==> src/rtl/debounce_pkg.sv <==
// Shared types and default sizing for the multi-channel switch debouncer.
package debounce_pkg;

  typedef enum logic [2:0] {
    IDLE     = 3'b000,
    PRESS    = 3'b001,
    HOLD_DLY = 3'b011,
    PRESSED  = 3'b010,
    REL      = 3'b110,
    REL_DLY  = 3'b111
  } state_e;

  localparam int unsigned DEF_N_CH         = 4;
  localparam int unsigned DEF_DELAY_CYCLES = 500000;    // 10 ms @ 50 MHz
  localparam int unsigned DEF_LONG_CYCLES  = 50000000;  // 1 s @ 50 MHz

endpackage

==> src/rtl/debounce_channel.sv <==
// One debounce channel: 2-flop synchroniser, press/release FSM with hold-off counter.
// Optional long-press detector enabled by DEBOUNCE_LONG_PRESS_EN.
module debounce_channel
  import debounce_pkg::*;
#(
  parameter int unsigned DELAY_CYCLES = DEF_DELAY_CYCLES,
  parameter int unsigned LONG_CYCLES  = DEF_LONG_CYCLES
) (
  input  logic clk,
  input  logic rst,
  input  logic sw,
  output logic press_pulse,
  output logic release_pulse,
  output logic level,
  output logic busy,
  output logic long_press
);

  localparam int unsigned CW = $clog2(DELAY_CYCLES + 1);

  logic [1:0]    sync_q;
  logic          sw_s;
  state_e        state_q, state_d;
  logic [CW-1:0] cnt_q, cnt_d;
  logic          dly_done;

  assign sw_s     = sync_q[1];
  assign dly_done = (cnt_q == CW'(DELAY_CYCLES - 1));

  always_ff @(posedge clk or negedge rst) begin
    if (!rst) begin
      sync_q  <= '0;
      state_q <= IDLE;
      cnt_q   <= '0;
    end else begin
      sync_q  <= {sync_q[0], sw};
      state_q <= state_d;
      cnt_q   <= cnt_d;
    end
  end

  // Counter only runs inside a hold-off window and is zero everywhere else.
  always_comb begin
    state_d = IDLE;
    cnt_d   = '0;
    case (state_q)
      IDLE:     state_d = sw_s ? PRESS : IDLE;
      PRESS:    state_d = HOLD_DLY;
      HOLD_DLY: begin
        if (dly_done) state_d = PRESSED;
        else begin
          state_d = HOLD_DLY;
          cnt_d   = cnt_q + CW'(1);
        end
      end
      PRESSED:  state_d = sw_s ? PRESSED : REL;
      REL:      state_d = REL_DLY;
      REL_DLY: begin
        if (dly_done) state_d = IDLE;
        else begin
          state_d = REL_DLY;
          cnt_d   = cnt_q + CW'(1);
        end
      end
      default:  state_d = IDLE;
    endcase
  end

  assign press_pulse   = (state_q == PRESS);
  assign release_pulse = (state_q == REL);
  assign level         = (state_q == PRESS) || (state_q == HOLD_DLY) || (state_q == PRESSED);
  assign busy          = (state_q == HOLD_DLY) || (state_q == REL_DLY);

`ifdef DEBOUNCE_LONG_PRESS_EN
  localparam int unsigned LW = $clog2(LONG_CYCLES + 1);

  logic [LW-1:0] lcnt_q;

  // Saturating at LONG_CYCLES makes the pulse fire once per press.
  always_ff @(posedge clk or negedge rst) begin
    if (!rst)                            lcnt_q <= '0;
    else if (state_q != PRESSED)         lcnt_q <= '0;
    else if (lcnt_q != LW'(LONG_CYCLES)) lcnt_q <= lcnt_q + LW'(1);
  end

  assign long_press = (state_q == PRESSED) && (lcnt_q == LW'(LONG_CYCLES - 1));
`else
  // Constant 0; the parameter term only keeps LONG_CYCLES referenced.
  assign long_press = 1'b0 & (LONG_CYCLES > 0);
`endif

endmodule

==> src/rtl/debounce_multi.sv <==
// N_CH independent switch debouncers with press/release pulses and clean level.
// Long-press detection is built only when DEBOUNCE_LONG_PRESS_EN is defined.
module debounce_multi
  import debounce_pkg::*;
#(
  parameter int unsigned N_CH         = DEF_N_CH,
  parameter int unsigned DELAY_CYCLES = DEF_DELAY_CYCLES,
  parameter int unsigned LONG_CYCLES  = DEF_LONG_CYCLES
) (
  input  logic            clk,
  input  logic            rst,
  input  logic [N_CH-1:0] sw,
  output logic [N_CH-1:0] press_pulse,
  output logic [N_CH-1:0] release_pulse,
  output logic [N_CH-1:0] level,
  output logic [N_CH-1:0] busy,
  output logic [N_CH-1:0] long_press
);

  for (genvar i = 0; i < N_CH; i++) begin : g_ch
    debounce_channel #(
      .DELAY_CYCLES (DELAY_CYCLES),
      .LONG_CYCLES  (LONG_CYCLES)
    ) u_ch (
      .clk           (clk),
      .rst           (rst),
      .sw            (sw[i]),
      .press_pulse   (press_pulse[i]),
      .release_pulse (release_pulse[i]),
      .level         (level[i]),
      .busy          (busy[i]),
      .long_press    (long_press[i])
    );
  end

endmodule

==> config.mk <==
export PLATFORM = sky130hd
export DESIGN_NAME = debounce_multi
export DESIGN_NICKNAME = d
export VERILOG_FILES = /design/src/rtl/debounce_pkg.sv /design/src/rtl/debounce_channel.sv /design/src/rtl/debounce_multi.sv
export SDC_FILE = /design/constraint.sdc
export NUM_CORES = 1
export LEC_CHECK = 0
export ABC_AREA = 1
export CAP_MARGIN = 10
export CORE_ASPECT_RATIO = 1.25
export CORE_MARGIN = 2
export CORE_UTILIZATION = 27
export DETAILED_ROUTE_END_ITERATION = 10
export PLACE_DENSITY = 0.46
export SLEW_MARGIN = 20
export SYNTH_ARGS = -nofsm -noshare
export SYNTH_HDL_FRONTEND = slang
export SYNTH_SLANG_ARGS = --single-unit
==> constraint.sdc <==
create_clock -name clk -period 3 [get_ports clk]
set_clock_uncertainty 0.15 [all_clocks]
set_input_delay 0.45 -clock clk [delete_from_list [all_inputs] [get_ports clk]]
set_output_delay 0.45 -clock clk [all_outputs]
set_load 0.05 [all_outputs]
[Word level (Yosys, flattened, before mapping)]
Cells that the tools add are included.
Cells by class
  add/sub/neg operators: 4
  multiply operators: 0
  div/mod/pow operators: 0
  magnitude comparators: 0
  equality and inequality tests: 24
  shift operators: 0
  multiplexer cells: 28
  bitwise operators: 0
  reduce and logical (&&, ||, !) cells: 20
Operators with widths (count)
  19-bit two-way mux: 8
  19-bit by 1-bit adder with 19-bit output (second input constant): 4
  19-bit equality test (second input constant): 4
  3-bit case mux with 6 select lines: 4
  3-bit by 2-bit equality test with 1-bit output (second input constant): 8
  3-bit equality test (second input constant): 8
  3-bit two-way mux: 8
  3-bit by 1-bit equality test with 1-bit output (second input constant): 4
  3-bit logical NOT: 4
  1-bit logical OR: 12
  1-bit two-way mux: 8
  2-bit OR reduction: 4
Storage, ports and cells
  register bits: 96
  bits in latches: 0
  memory bits (writable): 0
  bits in read-only memories: 0
  input port bits: 6
  output and inout port bits: 20
  memories kept: 0

[Logic depth before layout (Yosys ltp)]
  word-level depth: 3
  mapped depth: 10

[Hierarchy]
From an unflattened synthesis, not the netlist that was laid out.
Unflattened totals
  cells, all modules: 700
  area, all modules: 5455.2 um2
Modules (own cells, without submodules)
  debounce_channel: times used 4, cells an instance 175, area each 1363.8 um2, sequential area each 600.6 um2

[Worst setup path before layout]
Ideal clock, no wire load.
  path type: register to output
  from: register g_ch[1].u_ch.state_q[0]
  to: output port busy[1]
  arrival: 1065 ps
  setup slack: 1335 ps
  stages on the path, launching flop included: 5
  buffers on the path: 2
  cell sequence: dfrtp_1 -> nand2_1 -> clkbuf_1 -> inv_1 -> buf_4
On the way
  word-level cells in the longest chain between the ends: 2
  elaborated cells between the ends (all ways): 3
  those cells by class: eq/ne: 2; reduce/logical: 1
Ends and longest elaborated chain
  from (decl): line debounce_channel.sv:23  | state_e state_q, state_d;
  from (signal assigned): line debounce_channel.sv:37  | state_q <= state_d;
  3-bit by 2-bit equality test with 1-bit output / 3-bit equality test (equally long branches): line debounce_channel.sv:72  | assign busy = (state_q == HOLD_DLY) || (state_q == REL_DLY);
  1-bit logical OR *: line debounce_channel.sv:72
  to (decl): line debounce_multi.sv:16  | output logic [N_CH-1:0] busy,
Mark *: on every way between the ends. The rest lies on a longest branch, timed or not.

[Worst setup path after layout]
  from: register g_ch[1].u_ch.state_q[2]
  to: output port press_pulse[1]
On the way
  word-level cells in the longest chain between the ends: 1
Ends and longest elaborated chain
  3-bit by 1-bit equality test with 1-bit output: line debounce_channel.sv:69  | assign press_pulse = (state_q == PRESS);
  to (decl): line debounce_multi.sv:13  | output logic [N_CH-1:0] press_pulse,
Every way passes these cells.

==> flow_summary.toml <==
[detailed_routing]
first_pass_iters = 4
wl_per_cell_um = 11.41
viasPerCell = 4.214
routed_wl_um = 11720
vias = 4328
drtAntennaViolNets = 0
dr.first_iter.drc_count = 205
route.detailed.drc = 0

[timing]
min_period_ps = 2695
worst_pin_slew_ps = 586.3
setup-tns-final_ps = 0
fin_crit_sh_pct = 89.85
hold_viol = 0
relSlewSlack_pct = 60.79
final-max-slew-violation-count = 0
setup_viol = 0
fmax_ghz = 0.3710
grt_setup_unrepaired = "false"

[placement]
hpwlAfterDp_um = 8750
placed_area_sq_um = 5921
portBuffers = 21
place_congestion = 0.8132

[clock_network]
post_cts_buffers = 0
clock_sinks = 96
clk_latency_ps = 350
hold_buffers = 1
cts-root-buf = "clkbuf_16"
path_clk_slew_ps = 70
cts_resized = 0
cts_buffers = 9
cts_max_level = 3
cts.path.max_buffers = 2
cts_tree = "built"

[synthesis]
synth_top_cell_by_area = "dfrtp_1"
ys.flop_type = "dfrtp_1"
avgSynthCellArea_sq_um = 7.454
synth_top_area_share_pct = 43.85
synthArstFlopShare_pct = 100.0
synth_cells = 735
yosys-top-cells-area = "dfrtp_1, nor2_1, nand2_1"
synthTopCellsByCount = "nor2_1, nand2_1, dfrtp_1"
syn_area_sq_um = 5479
ys_types = 28
ys_ff_latch = 96
synth_most_common_cell = "nor2_1"
yosysSeqAreaShare_pct = 43.85
synth_edf_count = 0
yosysWarnings = 0

[global_route]
antenna_found_initial = 0
first_global_vias = 4332
track_usage_pct = 11.66
gr-usage-met3_pct = 2.048
grt-ovfl-total = 0
use_met1_pct = 13.71
grt_pass1_wl_um = 20260
grt_max_degree = 44
top_usage_layer = "met2"
met2_usage_pct = 21.18

[layout]
drive_above_1_share_pct = 9.643
layout.nets = 762
postLayoutCellArea_sq_um = 6223
area_growth_pct = 13.59
diodes = 0
finish.utilization_pct = 31.07

[hold_path]
hold_path_class = "register to register"
hold_end = "g_ch[2].u_ch.sync_q[1]$_DFF_PN0_"
hp-start = "g_ch[2].u_ch.sync_q[0]$_DFF_PN0_"
hold-path-cell-count = 0

[worst_setup_path]
worst-setup-path-type = "register to primary output"
end_kind = "primary output"
critical_path_required_ps = 2400
critPathLaunchType = "register"
cp_max_fo = 6
r2r-end = "g_ch[3].u_ch.cnt_q[18]$_DFF_PN0_"
r2r_start = "g_ch[3].u_ch.cnt_q[0]$_DFF_PN0_"
arrival_ps = 2100
r2r_slack_ps = 1250
r2r_cells = 10

[floorplanning]
die_width_um = 131.4
start_util_pct = 27.36
core_sq_um = 20030
ioPinCount = 26
die_y_um = 163.3
die-area_sq_um = 21460
num_rows = 58

[run_status]
status = "finished clean"

[power]
p_leak_uw = 0.002589
power_density_nw_per_um2 = 650.2
total_power_uw = 4046
peakVddDrop_mv = 0.4706

[run]
cap_violations = 0
worst max-delay path: stages, from the launching register on:
cell,delay (ps)
dfrtp_1,430
nor3_1,430
clkdlybuf4s50_1,890
worst max path at each step:
| stage | startpoint | end | cells after the start |
|---|---|---|---|
| after CTS | g_ch[1].u_ch.state_q[2]$_DFF_PN0_ | press_pulse[1] | 2 |
| after detailed placement | g_ch[3].u_ch.state_q[1]$_DFF_PN0_ | busy[3] | 3 |
| final | g_ch[1].u_ch.state_q[2]$_DFF_PN0_ | press_pulse[1] | 2 |
| after global placement | g_ch[1].u_ch.state_q[2]$_DFF_PN0_ | press_pulse[1] | 2 |
| after floorplan | g_ch[1].u_ch.state_q[0]$_DFF_PN0_ | busy[1] | 4 |
| after global routing | g_ch[3].u_ch.state_q[1]$_DFF_PN0_ | busy[3] | 3 |
metal layers:
layer | wire length (um) | up-vias | part of all wire, %
met5 | 0 | - | 0
met1 | 5359 | 1996 | 46
met3 | 254 | 14 | 2.2
met2 | 5907 | 39 | 50
met4 | 194 | 0 | 1.7
li1 | - | 2279 | -
metrics by stage:
stage | std cells | setup slack [ps] | hold slack, ps
floorplan | 738 | 1335 | 4.409
global placement | 1010 | 705.9 | 183.3
detailed placement | 1010 | 703.7 | 185.6
CTS | 1027 | 300.5 | 202.1
global route | 1027 | 234.1 | 206.5
finish | 1027 | 304.6 | 195.8
state kept, by name, indices dropped and copies added (netlist names):
| signal | flops |
|---|---|
| g_ch.u_ch.state_q | 12 |
| g_ch.u_ch.cnt_q | 76 |
| g_ch.u_ch.sync_q | 8 |
power breakdown:
group          switching (uW)  leakage [uW]  internal [uW]  total [uW]
clock network             527      0.000145            632        1160
logic                     932       0.00115            395        1330
registers                 130       0.00129           1430        1560
total                    1590       0.00259           2460        4050
area by class of cell:
| cell class | count | area, sq um |
|---|---|---|
| Clock buffer | 12 | 266.5 |
| Clock inverter | 4 | 26.28 |
| Fill cell | 2189 | 13810 |
| Inverter | 97 | 364.1 |
| Multi-Input combinational cell | 521 | 2559 |
| Sequential cell | 96 | 2402 |
| Tap cell | 270 | 337.8 |
| Timing Repair Buffer | 27 | 267.8 |
kinds of logic after synthesis:
| logic type | Yosys count | share of synthesized area, % |
|---|---|---|
| fa+ha+maj | 4 | 0.9135 |
| buf+inv | 121 | 9.660 |
| compound gates | 25 | 2.421 |
| other cells | 1 | 0.06844 |
| xor+xnor | 38 | 6.074 |
| flops | 96 | 43.85 |
| simple gates | 450 | 37.02 |
placed cells by master (no fill, tap or decap):
| master | netlist | routed |
|---|---|---|
| nor2_1 | 174 | 174 |
| nand3b_1 | 2 | 2 |
| nand4_1 | 10 | 10 |
| inv_6 | 0 | 1 |
| nand2_2 | 12 | 12 |
| ha_1 | 4 | 4 |
| conb_1 | 1 | 4 |
| clkbuf_8 | 0 | 3 |
| inv_1 | 89 | 89 |
| nand2_1 | 135 | 135 |
| nor3_2 | 3 | 3 |
| buf_12 | 0 | 1 |
| nand3_2 | 3 | 3 |
| a21oi_1 | 9 | 9 |
| o21ai_0 | 8 | 8 |
| dlygate4sd3_1 | 0 | 1 |
| nor2_4 | 10 | 10 |
| clkinv_2 | 0 | 2 |
| a31oi_1 | 4 | 4 |
| clkbuf_16 | 0 | 9 |
| nand3_1 | 60 | 60 |
| nor3_1 | 18 | 18 |
| o21ai_1 | 3 | 3 |
| o21a_1 | 1 | 1 |
| clkdlybuf4s50_1 | 0 | 20 |
| dfrtp_1 | 96 | 96 |
| clkinvlp_4 | 0 | 1 |
| inv_2 | 8 | 8 |
| buf_4 | 20 | 5 |
| nand2_4 | 1 | 1 |
| and2_1 | 5 | 5 |
| xnor2_1 | 5 | 5 |
| xor2_1 | 33 | 33 |
| nor2_2 | 14 | 14 |
| nor3b_1 | 3 | 3 |
Note: power is estimated with default switching activity, not from simulation.
